===== src/rtl/gemm_pkg.sv =====
// Shared GEMM datapath constants and the mem2 drain FSM state type.
package gemm_pkg;
  localparam int DATA_WIDTH      = 8;
  localparam int PE_SIZE         = 14;
  localparam int MEM2_DATA_WIDTH = DATA_WIDTH * PE_SIZE;
  localparam int MEM2_ADDR_WIDTH = 10;
  localparam int MEM2_DEPTH      = 896;

  typedef enum logic [1:0] {
    IDLE,
    READ,
    DRAIN,
    DONE
  } rd_state_t;
endpackage


===== src/rtl/sync_fifo2.sv =====
// Two-entry FIFO carrying one word plus its end-of-stream flag. Push and pop
// in the same cycle are accepted even when the FIFO is full.
module sync_fifo2
  import gemm_pkg::*;
#(
  parameter int WIDTH = MEM2_DATA_WIDTH
) (
  input  logic             clk,
  input  logic             rst_n,
  input  logic             i_push,
  input  logic [WIDTH-1:0] i_push_data,
  input  logic             i_push_last,
  input  logic             i_pop,
  output logic [WIDTH-1:0] o_head_data,
  output logic             o_head_last,
  output logic             o_full,
  output logic             o_empty
);

  logic [WIDTH:0] r_mem [2];
  logic           r_wr_ptr;
  logic           r_rd_ptr;
  logic [1:0]     r_count;
  logic           w_do_push;
  logic           w_do_pop;

  assign o_full    = (r_count == 2'd2);
  assign o_empty   = (r_count == 2'd0);
  assign w_do_pop  = i_pop & ~o_empty;
  // A pop in the same cycle frees the slot that a push into a full FIFO needs.
  assign w_do_push = i_push & (~o_full | w_do_pop);

  assign {o_head_last, o_head_data} = r_mem[r_rd_ptr];

  always_ff @(posedge clk or negedge rst_n) begin
    if (!rst_n) begin
      r_mem[0] <= '0;
      r_mem[1] <= '0;
      r_wr_ptr <= 1'b0;
      r_rd_ptr <= 1'b0;
      r_count  <= 2'd0;
    end else begin
      if (w_do_push) begin
        r_mem[r_wr_ptr] <= {i_push_last, i_push_data};
        r_wr_ptr        <= ~r_wr_ptr;
      end
      if (w_do_pop) begin
        r_rd_ptr <= ~r_rd_ptr;
      end
      case ({w_do_push, w_do_pop})
        2'b10:   r_count <= r_count + 2'd1;
        2'b01:   r_count <= r_count - 2'd1;
        default: r_count <= r_count;
      endcase
    end
  end

endmodule


===== src/rtl/ofmap_bram_reader.sv =====
// Drains mem2 through port 1 in ascending address order and streams each word
// to a valid/ready consumer, one word per cycle, holding at most two in flight.
module ofmap_bram_reader #(
  parameter int DATA_WIDTH      = gemm_pkg::DATA_WIDTH,
  parameter int PE_SIZE         = gemm_pkg::PE_SIZE,
  parameter int MEM2_DATA_WIDTH = DATA_WIDTH * PE_SIZE,
  parameter int MEM2_ADDR_WIDTH = gemm_pkg::MEM2_ADDR_WIDTH,
  parameter int MEM2_DEPTH      = gemm_pkg::MEM2_DEPTH
) (
  input  logic                       clk,
  input  logic                       rst_n,
  input  logic                       start_i,
  input  logic [MEM2_ADDR_WIDTH:0]   num_words_i,
  output logic                       mem2_ce1,
  output logic                       mem2_we1,
  output logic [MEM2_ADDR_WIDTH-1:0] mem2_addr1,
  input  logic [MEM2_DATA_WIDTH-1:0] mem2_q1_i,
  output logic                       m_valid_o,
  output logic [MEM2_DATA_WIDTH-1:0] m_data_o,
  output logic                       m_last_o,
  input  logic                       m_ready_i,
  output logic                       busy_o,
  output logic                       done_o
);
  import gemm_pkg::*;

  localparam int            CW       = MEM2_ADDR_WIDTH + 1;
  localparam logic [CW-1:0] LP_DEPTH = CW'(MEM2_DEPTH);

  rd_state_t                  r_state;
  rd_state_t                  w_state_next;
  logic [CW-1:0]              r_num_words;
  logic [CW-1:0]              r_seq;
  logic [MEM2_ADDR_WIDTH-1:0] r_rd_addr;
  logic                       r_inflight;
  logic                       r_inflight_last;

  logic [CW-1:0]              w_num_clamped;
  logic [CW-1:0]              w_last_idx;
  logic                       w_start_ok;
  logic                       w_issue;
  logic                       w_issue_last;
  logic                       w_seq_last;
  logic                       w_pop;
  logic                       w_credit;
  logic [1:0]                 w_occupancy;
  logic                       w_fifo_full;
  logic                       w_fifo_empty;
  logic                       w_head_last;
  logic [MEM2_DATA_WIDTH-1:0] w_head_data;

  assign w_num_clamped = (num_words_i > LP_DEPTH) ? LP_DEPTH : num_words_i;
  assign w_last_idx    = r_num_words - CW'(1);
  assign w_start_ok    = (r_state == IDLE) && start_i;
  assign w_pop         = m_valid_o & m_ready_i;
  assign w_occupancy   = {w_fifo_full, ~w_fifo_full & ~w_fifo_empty};

  // Words buffered plus the one in flight, less this cycle's pop, stay below two.
  assign w_credit     = ({1'b0, w_occupancy} + {2'b00, r_inflight}) < (3'd2 + {2'b00, w_pop});
  assign w_issue      = (r_state == READ) && w_credit;
  assign w_issue_last = ({1'b0, r_rd_addr} == w_last_idx);
  assign w_seq_last   = (r_seq == w_last_idx);

  always_comb begin
    w_state_next = r_state;
    case (r_state)
      IDLE:    if (start_i) w_state_next = (w_num_clamped == '0) ? DONE : READ;
      READ:    if (w_issue && w_issue_last) w_state_next = DRAIN;
      DRAIN:   if (w_pop && w_seq_last) w_state_next = DONE;
      DONE:    w_state_next = IDLE;
      default: w_state_next = IDLE;
    endcase
  end

  always_ff @(posedge clk or negedge rst_n) begin
    if (!rst_n) begin
      r_state         <= IDLE;
      r_num_words     <= '0;
      r_seq           <= '0;
      r_rd_addr       <= '0;
      r_inflight      <= 1'b0;
      r_inflight_last <= 1'b0;
    end else begin
      r_state         <= w_state_next;
      r_inflight      <= w_issue;
      r_inflight_last <= w_issue & w_issue_last;
      if (w_start_ok) begin
        r_num_words <= w_num_clamped;
        r_seq       <= '0;
        r_rd_addr   <= '0;
      end else begin
        if (r_state == DONE) begin
          r_rd_addr <= '0;
        end else if (w_issue) begin
          r_rd_addr <= r_rd_addr + MEM2_ADDR_WIDTH'(1);
        end
        if (w_pop) begin
          r_seq <= r_seq + CW'(1);
        end
      end
    end
  end

  // Read data is valid the cycle after issue; capture it on the following edge.
  sync_fifo2 #(
    .WIDTH(MEM2_DATA_WIDTH)
  ) u_fifo (
    .clk        (clk),
    .rst_n      (rst_n),
    .i_push     (r_inflight),
    .i_push_data(mem2_q1_i),
    .i_push_last(r_inflight_last),
    .i_pop      (w_pop),
    .o_head_data(w_head_data),
    .o_head_last(w_head_last),
    .o_full     (w_fifo_full),
    .o_empty    (w_fifo_empty)
  );

  assign mem2_ce1   = w_issue;
  assign mem2_we1   = 1'b0;
  assign mem2_addr1 = r_rd_addr;
  assign m_valid_o  = ~w_fifo_empty;
  assign m_data_o   = w_head_data;
  assign m_last_o   = m_valid_o & w_head_last;
  assign busy_o     = (r_state != IDLE);
  assign done_o     = (r_state == DONE);

endmodule


===== config.mk =====
export PLATFORM = sky130hd
export DESIGN_NAME = ofmap_bram_reader
export DESIGN_NICKNAME = d
export VERILOG_FILES = /design/src/rtl/gemm_pkg.sv /design/src/rtl/sync_fifo2.sv /design/src/rtl/ofmap_bram_reader.sv
export SDC_FILE = /design/constraint.sdc
export NUM_CORES = 1
export LEC_CHECK = 0
export CORE_MARGIN = 4
export CORE_UTILIZATION = 30
export DETAILED_ROUTE_END_ITERATION = 6
export HOLD_SLACK_MARGIN = 0.08
export PLACE_DENSITY_LB_ADDON = 0.2
export SKIP_CTS_REPAIR_TIMING = 1
export SLEW_MARGIN = 20
export SYNTH_ARGS = -nofsm -noshare
export SYNTH_HDL_FRONTEND = slang
export SYNTH_SLANG_ARGS = --single-unit

===== constraint.sdc =====
create_clock -name clk -period 3.2 [get_ports clk]
set_input_delay 0.32 -clock clk [delete_from_list [all_inputs] [get_ports clk]]
set_output_delay 0.32 -clock clk [all_outputs]
set_load 0.05 [all_outputs]

==> results of run 1 <==
==> metrics by stage <==
| stage | worst slack (ps) | area [sq um] | util | instances | hold slack (ps) |
|---|---|---|---|---|---|
| final | 163 | 16400 | 0.410 | 1685 | 323 |
| after global placement | 638 | 15400 | 0.386 | 1629 | 324 |
| after CTS | 86.3 | 16400 | 0.410 | 1683 | -291 |
| after global routing | 3.48 | 16400 | 0.410 | 1685 | 363 |
| after detailed placement | 508 | 15400 | 0.386 | 1629 | 321 |
| after floorplan | 473 | 12200 | - | 885 | 24.4 |
==> worst max path at each step <==
| stage | start | to | slack, ps | cells past startpoint |
|---|---|---|---|---|
| after global routing | u_fifo.r_count[0] | mem2_ce1 | 3 | 4 |
| after CTS | u_fifo.r_rd_ptr | m_data_o[88] | 90 | 3 |
| after detailed placement | r_num_words[0] | r_state[1] | 510 | 9 |
| after global placement | r_num_words[0] | r_state[1] | 640 | 9 |
| final | u_fifo.r_count[0] | mem2_ce1 | 160 | 4 |
| after floorplan | u_fifo.r_count[0] | r_state[1] | 470 | 9 |
==> critical path, delay by kind of cell (launching register included) <==
family                     cells  cell delay (ps)
buffers and inverters          1              850
DFF                            1              450
AOI/OAI and AO/OA              1              350
and+or+nand+nor                1              180
adders and majority gates      1              320
==> routing by layer <==
layer,vias to the layer above,part of all wire
li1,3677,-
met2,186,0.45
met3,39,0.063
met1,3981,0.46
met5,-,0.00036
met4,2,0.024
==> final cells by class <==
cell class	count	area, sq um	area share
inverters	12	45.0	0.00274
diodes	1	2.50	0.000152
clock buffers	49	903	0.0550
flip-flops and latches	266	6660	0.406
repair buffers	272	2780	0.170
multi-input cells	555	5310	0.324
well taps	525	657	0.0400
clock inverters	5	52.6	0.00320
==> flip-flops by register name, indices dropped and copies added, names as in the netlist <==
register	count
r_state	2
u_fifo.r_rd_ptr	1
r_inflight_last	1
u_fifo.r_mem	226
mem2_addr1	10
r_seq	11
r_num_words	11
r_inflight	1
u_fifo.r_count	2
u_fifo.r_wr_ptr	1
==> placed cells by master, fill, tap and decap left out, types with 5 or more instances in the layout <==
cell type / count
nand2_1: 20
a21oi_1: 8
buf_4: 10
ha_1: 10
mux2i_1: 5
inv_1: 12
dfrtp_1: 265
clkbuf_8: 6
clkbuf_1: 12
nand3_1: 9
or3_1: 5
nor2b_1: 6
mux2_2: 338
o21ai_0: 15
xnor2_1: 18
clkbuf_16: 31
nor4_1: 5
o211ai_1: 5
xor2_1: 23
clkdlybuf4s50_1: 252
buf_12: 8
nand4_1: 7
nor2_1: 32
==> kinds of logic after synthesis <==
| group | synth area share |
|---|---|
| multiplexers | 0.316 |
| flip-flops | 0.545 |
| AND/OR/NAND/NOR | 0.0474 |
| buffers and inverters | 0.0205 |
| AO/OA/AOI/OAI | 0.0267 |
| XOR/XNOR | 0.0331 |
| adder cells (fa/ha/maj) | 0.0111 |
| other | 0.000307 |
==> run_results.csv, run 1 <==
group,metric,value,unit
synthesis,netlist_area,12200,sq um
synthesis,synth_edf_count,0,
flow_run,cap_violations,0,
die,core,40000,sq um
clock_network,numCtsBuffers,31,
grt,grt_use_met1,0.185,
sta,setup_viol,0,
die,core.rowCount,73,
die,dieHeight,210,um
grt,grt.total_usage,0.134,
grt,grt_max_degree,96,
synthesis,yosysUniqueCellTypes,53,
die,start_util,0.305,
worst_setup_path,cp_data_arrival_time,2720,ps
clock_network,cts-root-buf,"clkbuf_16",
clock_network,cts.path.max_buffers,3,
clock_network,clk_latency,550,ps
sta,setup_tns,0,ps
worst_setup_path,r2r_cells,9,
grt,antenna_found_initial,2,
synthesis,synth-seq-cells,266,
placed_design,dp_hpwl,20400,um
grt,grt_pass1_vias,8498,
sta,period_share,0.949,
outcome,outcome,"completed",
worst_setup_path,worstPathCellList,"ha_1 > nor3b_1 > o221a_2 > clkdlybuf4s50_1",
worst_setup_path,r2r-end,"r_state[1]",
synthesis,synth_common_cells,"mux2_2 (338), dfrtp_1 (266), clkbuf_1 (41)",
worst_setup_path,path_class,"reg -> out",
sta,worst_pin_slew,702,ps
sta,rsz0062_at_grt,"no",
hold_path,hp-class,"in -> async",
die,die-area,44000,sq um
grt,top_usage_layer,"met2",
synthesis,synth_nets,1022,
worst_setup_path,crit_required,2880,ps
synthesis,yosysMostFrequentCell,"mux2_2",
route,drt_wl_total,30200,um
cells_and_area,fill_cells,3805,
worst_setup_path,r2r_start,"r_num_words[0]",
worst_setup_path,slowest_stage,"clkdlybuf4s50_1",
clock_network,cts_sinks,266,
route,wl_per_cell,17.9,um
worst_setup_path,cp_slowest_stage_delay,850,ps
synthesis,synth_largest_area_cell,"dfrtp_1",
route,vias,7885,
route,drc,0,
cells_and_area,fin_nets,1275,
synthesis,async_flop_share,1.00,
route,initialDrtViolationCount,273,
placed_design,gp_congestion,0.755,
grt,grt_remaining_overflow,0,
worst_setup_path,worstPathMaxFanout,7,
route,dr.pass1.iters,4,
synthesis,avgSynthCellArea,13.8,sq um
sta,fmax,329,MHz
synthesis,yosys_warnings,0,
worst_setup_path,end_kind,"output pin",
synthesis,synth_cells,885,
sta,min_period,3040,ps
sta,drv_slew,0,
sta,finalHoldViolCount,0,
synthesis,ys_seq_area_frac,0.545,
placed_design,port_buffers,253,
synthesis,dominantRegCellSynth,"dfrtp_1",
synthesis,yosys-top-cells-area,"dfrtp_1 (55%), mux2_2 (31%), xor2_1 (1.6%)",
synthesis,synth_top_area_frac,0.545,
grt,grt_pass1_wl,48400,um
sta,slew_headroom,0.532,
cells_and_area,areaGrowthSynthToFinish,34.4,%
worst_setup_path,start_kind,"flip-flop",
sta,clock-skew-final,12.8,ps
clock_network,h-tree-depth,1,
route,viasPerCell,4.68,
route,antenna_left,0,
grt,grt_use_met3,0.0380,
worst_setup_path,regToRegSetupSlack,490,ps
die,die_x,210,um
die,io_pins,255,
cells_and_area,layout-drive-gt1-share,0.352,
clock_network,clk_pin_slew_worst_paths,60,ps
grt,grt_util_met2,0.209,
clock_network,cts_tree,"built",
Power of run 1 is not shown: default switching activity piles up to over one toggle a cycle in this logic, so the estimate is an artifact.
==> run 2: changes to the inputs <==
- ABC_AREA: default -> 1
- CORE_MARGIN: 4 -> 8
==> run_results.csv, run 2 <==
group,metric,value,unit
hold_path,holdPathStages,3,
route,viasPerCell,4.52,
worst_setup_path,r2r-end,"r_state[0]",
pwr,seqPwrFrac,0.293,
sta,slew_headroom,0.539,
grt,grt_max_degree,107,
pwr,switching_power,9.42,mW
pwr,comb_power_share,0.523,
cells_and_area,areaGrowthSynthToFinish,31.9,%
worst_setup_path,cp_data_arrival_time,2600,ps
sta,setup_viol,0,
grt,grt_util_met2,0.232,
synthesis,dominantRegCellSynth,"dfrtp_1",
clock_network,cts-root-buf,"clkbuf_16",
route,antenna_left,0,
die,die_x,219,um
cells_and_area,largest_registers,"u_fifo.r_mem: 226 flops, r_num_words: 11 flops, r_seq: 11 flops",
die,io_pins,255,
clock_network,cts_tree,"built",
synthesis,synth_largest_area_cell,"dfrtp_1",
sta,rsz0062_at_grt,"no",
worst_setup_path,crit_required,2880,ps
synthesis,synth-seq-cells,266,
synthesis,yosysUniqueCellTypes,38,
cells_and_area,largest_reg_flops,226,
outcome,outcome,"completed",
cells_and_area,final_common_cell,"nand2_1",
die,die-area,48000,sq um
clock_network,numCtsBuffers,30,
synthesis,synth_nets,1724,
synthesis,synth_edf_count,0,
worst_setup_path,regToRegSetupSlack,900,ps
grt,grt_pass1_wl,57600,um
placed_design,placed_cells,2313,
synthesis,synth_top_area_frac,0.538,
cells_and_area,diodes,0,
die,core.rowCount,74,
synthesis,synth_common_cells,"nand2_1 (652), dfrtp_1 (266), o21ai_0 (234)",
route,drc,0,
clock_network,clk_latency,570,ps
pwr,switching_share,0.486,
pwr,power_density,1190,nW/um^2
worst_setup_path,worstPathMaxFanout,43,
worst_setup_path,start_kind,"flip-flop",
grt,grt_use_met3,0.0310,
synthesis,yosys_warnings,0,
sta,finalHoldViolCount,0,
placed_design,port_buffers,253,
grt,grt_use_met1,0.206,
synthesis,yosys-top-cells-area,"dfrtp_1 (54%), nand2_1 (20%), o21ai_0 (9.5%)",
pwr,leakage,8.38,nW
cells_and_area,stdcell_area,16300,sq um
clock_network,cts.path.max_buffers,3,
synthesis,ys_seq_area_frac,0.538,
synthesis,synth_cells,1587,
clock_network,h-tree-depth,1,
die,core,40700,sq um
cells_and_area,stdcell_count,2370,
pwr,p_int,9.98,mW
flow_run,cap_violations,0,
route,vias,10700,
hold_path,hp-class,"in -> reg",
grt,grt_remaining_overflow,0,
clock_network,cts_sinks,266,
cells_and_area,layout_common_cells,"nand2_1 (652), dfrtp_1 (265), o21ai_0 (234)",
route,initialDrtViolationCount,821,
grt,top_usage_layer,"met2",
sta,drv_slew,0,
worst_setup_path,slowest_stage,"dfrtp_4",
grt,antenna_found_initial,0,
grt,grt_pass1_vias,10500,
synthesis,avgSynthCellArea,7.79,sq um
placed_design,gp_congestion,0.821,
die,dieHeight,219,um
placed_design,place_area,15300,sq um
route,wl_per_cell,15.1,um
cells_and_area,final_util,0.400,
hold_path,min_from,"mem2_q1_i[97]",
route,dr.pass1.iters,6,
placed_design,dp_hpwl,24400,um
worst_setup_path,cp_slowest_stage_delay,680,ps
cells_and_area,layout-drive-gt1-share,0.104,
clock_network,clk_pin_slew_worst_paths,60,ps
cells_and_area,fin_nets,1951,
synthesis,yosysMostFrequentCell,"nand2_1",
sta,clock-skew-final,8.37,ps
cells_and_area,top_register,"u_fifo.r_mem",
synthesis,netlist_area,12400,sq um
worst_setup_path,end_kind,"output pin",
worst_setup_path,worstPathCellList,"inv_4 > buf_4 > nand2_1 > nand2_1 > buf_4",
sta,period_share,0.912,
worst_setup_path,r2r_start,"r_num_words[0]",
sta,min_period,2920,ps
synthesis,async_flop_share,1.00,
sta,setup_tns,0,ps
worst_setup_path,r2r_cells,13,
sta,fmax,342,MHz
sta,worst_pin_slew,691,ps
route,drt_wl_total,35700,um
pwr,clkPwrFrac,0.184,
hold_path,hold_path_end,"u_fifo.r_mem[210]",
die,start_util,0.304,
pwr,ir_drop,0.435,mV
worst_setup_path,path_class,"reg -> out",
grt,grt.total_usage,0.147,
[run 2: changes by cell type in the layout (fill, tap and decap cells not counted), moves of 92 or more]
cell	before	now
mux2_2	338	0
clkdlybuf4s50_1	252	160
inv_1	12	163
buf_4	10	102
o21ai_0	15	234
nand2_1	20	652
[run 2: metrics by stage]
step	setup WS (ps)	total power [mW]	hold slack, ps
floorplan	1170	12.7	24.4
global placement	714	15.9	386
detailed placement	720	16.0	389
CTS	93.4	19.7	-231
global route	116	20.8	317
finish	280	19.4	322
[run 2: worst max-delay path: cells and delay by family (launching register included)]
kind          cells  cell delay, ps
flops             1             680
simple gates      2             220
buf+inv           3            1060
[run 2: metal layers]
metal | vias up | wire length (um) | share of wire
met5 | - | 0 | 0
met1 | 5005 | 16700 | 0.47
met4 | 0 | 592 | 0.017
li1 | 5408 | - | -
met3 | 34 | 2220 | 0.062
met2 | 268 | 16300 | 0.46
[run 2: worst max-delay path by stage]
stage	end	slack (ps)	start	cells after the start
finish	m_data_o[50]	280	u_fifo.r_rd_ptr	5
global route	m_data_o[77]	120	u_fifo.r_rd_ptr	5
CTS	mem2_ce1	90	u_fifo.r_count[1]	6
detailed placement	mem2_ce1	720	m_ready_i	6
global placement	mem2_ce1	710	m_ready_i	6
floorplan	m_last_o	1170	u_fifo.r_count[0]	4
[run 2: power by group through the flow]
| stage | clock, mW | combinational, mW | sequential (mW) |
|---|---|---|---|
| 2_1_floorplan | 0 | 7.24 | 5.50 |
| 3_3_place_gp | 0 | 10.2 | 5.69 |
| 3_5_place_dp | 0 | 10.3 | 5.72 |
| 4_1_cts | 3.70 | 10.3 | 5.68 |
| 5_1_grt | 3.83 | 11.1 | 5.88 |
| 6_report | 3.56 | 10.2 | 5.69 |
[run 2: cells by family after synthesis]
logic type | after synthesis | share of synthesized area
compound gates | 280 | 0.116
xor+xnor | 7 | 0.00496
fa+ha+maj | 10 | 0.0101
buf+inv | 245 | 0.0777
flops | 266 | 0.538
other cells | 1 | 0.000303
simple gates | 778 | 0.252
[run 2: final cells by class]
type | instances | area, sq um
Clock buffer | 39 | 835
Clock inverter | 17 | 205
Fill cell | 4241 | 24400
Inverter | 168 | 633
Multi-Input combinational cell | 1076 | 4760
Sequential cell | 266 | 6660
Tap cell | 532 | 666
Timing Repair Buffer | 272 | 2540
No activity file was read; power rests on OpenSTA's default activity.
==> run 3: changes to the inputs <==
- SYNTH_HIERARCHICAL: default -> 1
- clock period: 3.2 -> 2.4 ns (I/O delays scaled with it)
==> run_results.csv, run 3 <==
group,metric,value,unit
cells_and_area,final_common_cell,"nand2_1",
outcome,outcome,"completed",
pwr,ir_drop,0.757,mV
die,die-area,52000,sq um
route,initialDrtViolationCount,1032,
cells_and_area,layout_common_cells,"nand2_1 (892), dfrtp_1 (261), nand4_1 (233)",
synthesis,synth_largest_area_cell,"dfrtp_1",
grt,grt_remaining_overflow,0,
placed_design,placed_cells,2524,
sta,worst_pin_slew,914,ps
synthesis,synth_nets,1910,
sta,setup_viol,0,
route,vias,12700,
synthesis,ys_seq_area_frac,0.494,
route,wl_met2,21700,um
synthesis,synth_top_area_frac,0.494,
grt,grt_pass1_vias,12900,
die,core.rowCount,77,
worst_setup_path,path_class,"reg -> out",
worst_setup_path,r2r_start,"u_fifo/r_count[0]",
grt,grt_max_degree,158,
worst_setup_path,end_kind,"output pin",
hold_path,hp-class,"in -> async",
sta,period_share,0.982,
sta,finalHoldViolCount,0,
synthesis,async_flop_share,1.00,
route,viasPerCell,4.90,
synthesis,yosysMostFrequentCell,"nand2_1",
clock_network,cts.path.max_buffers,3,
worst_setup_path,worstPathMaxFanout,7,
worst_setup_path,regToRegSetupSlack,280,ps
synthesis,yosys-top-cells-area,"dfrtp_1 (49%), nand2_1 (25%), nand4_1 (11%)",
synthesis,yosys_warnings,6,
pwr,leakage,9.51,nW
die,io_pins,255,
die,dieHeight,228,um
worst_setup_path,cp_data_arrival_time,2120,ps
clock_network,h-tree-depth,2,
sta,drv_slew,0,
sta,slew_headroom,0.391,
clock_network,cts_tree,"built",
grt,grt.total_usage,0.171,
sta,clock-skew-final,12.6,ps
clock_network,clk_pin_slew_worst_paths,60,ps
sta,min_period,2360,ps
cells_and_area,stdcell_count,2588,
synthesis,synth_cells,1772,
route,wl_met3,2470,um
synthesis,yosysUniqueCellTypes,37,
cells_and_area,layout-drive-gt1-share,0.126,
grt,antenna_found_initial,8,
route,wl_per_cell,17.5,um
clock_network,numCtsBuffers,34,
sta,rsz0062_at_grt,"yes",
synthesis,avgSynthCellArea,7.61,sq um
synthesis,dominantRegCellSynth,"dfrtp_1",
cells_and_area,fin_nets,2108,
grt,grt_pass1_wl,72600,um
placed_design,gp_congestion,0.829,
sta,worst_slack,43.0,ps
worst_setup_path,crit_required,2160,ps
clock_network,clk_latency,530,ps
worst_setup_path,r2r-end,"r_state[0]",
die,core,44300,sq um
cells_and_area,largest_registers,"u_fifo/r_mem: 226 flops, r_num_words: 11 flops, r_seq: 11 flops",
synthesis,synth-seq-cells,266,
placed_design,port_buffers,253,
worst_setup_path,start_kind,"flip-flop",
pwr,power_density,1750,nW/um^2
route,wl_met1,19700,um
route,drt_wl_total,45200,um
clock_network,cts_sinks,266,
placed_design,dp_hpwl,28000,um
worst_setup_path,endpoint,"mem2_ce1",
route,highest_layer,"met5",
cells_and_area,largest_reg_flops,226,
cells_and_area,top_register,"u_fifo/r_mem",
route,drc,0,
die,die_x,228,um
route,antenna_left,0,
die,start_util,0.304,
worst_setup_path,r2r_cells,14,
synthesis,synth_common_cells,"nand2_1 (892), dfrtp_1 (266), nand4_1 (233)",
synthesis,netlist_area,13500,sq um
clock_network,cts-root-buf,"clkbuf_16",
placed_design,preCtsSetupSlack,180,ps
cells_and_area,final_util,0.428,
worst_setup_path,critPathLaunch,"u_fifo/r_count[0]",
sta,fmax,424,MHz
synthesis,synth_edf_count,0,
flow_run,cap_violations,0,
route,dr.pass1.iters,5,
cells_and_area,areaGrowthSynthToFinish,40.6,%
run 3: cell count changes after synthesis, sizes merged, moves of 5 or more:
cell   previous run  this run
nand2           659       901
o21ai           255        20
nand4             4       233
inv             166        66
buf              34        85
nor2             44        49
run 3: where the power goes:
part	internal (mW)	total, mW	switching [mW]
sequential	6.49	7.73	1.24
combinational	7.82	20.3	12.5
clock	3.23	5.18	1.95
run 3: layout make-up:
| class | instances | area [sq um] |
|---|---|---|
| fillers | 4426 | 25400 |
| flip-flops and latches | 266 | 6670 |
| multi-input cells | 1312 | 5980 |
| repair buffers | 289 | 4170 |
| clock buffers | 49 | 1010 |
| well taps | 592 | 741 |
| inverters | 67 | 259 |
| clock inverters | 8 | 119 |
| diodes | 5 | 12.5 |
run 3: metal layers:
metal,track usage,vias up
li1,-,6167
met1,0.218,6075
met2,0.284,357
met3,0.0333,72
met4,0.0680,6
met5,0,-
run 3: worst min path at each step:
stage                  endpoint  slack, ps  cells past startpoint
6_report       u_fifo/r_mem[53]        240                      2
5_1_grt        u_fifo/r_mem[45]        300                      3
4_1_cts        u_fifo/r_mem[53]       -330                      1
3_5_place_dp   u_fifo/r_mem[53]        250                      1
3_3_place_gp   u_fifo/r_mem[53]        240                      1
2_1_floorplan     mem2_addr1[0]        -60                      0
run 3: stage by stage:
step | hold slack, ps | TNS, ps | power, mW | cell area (sq um)
finish | 240 | 0 | 33.3 | 19000
global route | 301 | -85.2 | 35.4 | 19000
CTS | -326 | -157 | 33.7 | 18900
detailed placement | 253 | 0 | 28.3 | 17800
global placement | 244 | 0 | 28.1 | 17800
floorplan | -55.6 | 0 | 19.1 | 13500
run 3: logic make-up (layout without fill, tap and decap cells):
family                   Yosys count  in the layout  synth area share
adder cells (fa/ha/maj)           11             11            0.0102
buffers and inverters            194            413            0.0648
AND/OR/NAND/NOR                 1252           1252             0.409
flip-flops                       266            266             0.494
AO/OA/AOI/OAI                     43             43            0.0186
other                              1              6          0.000278
XOR/XNOR                           5              5           0.00325
run 3: worst max-delay path, stage by stage, from the launching register on:
cell and delay (ps):
dfrtp_2 460, nor2_2 140, nor2_1 50, ha_1 170, ha_1 310, a21oi_4 170, buf_6 150, buf_12 130
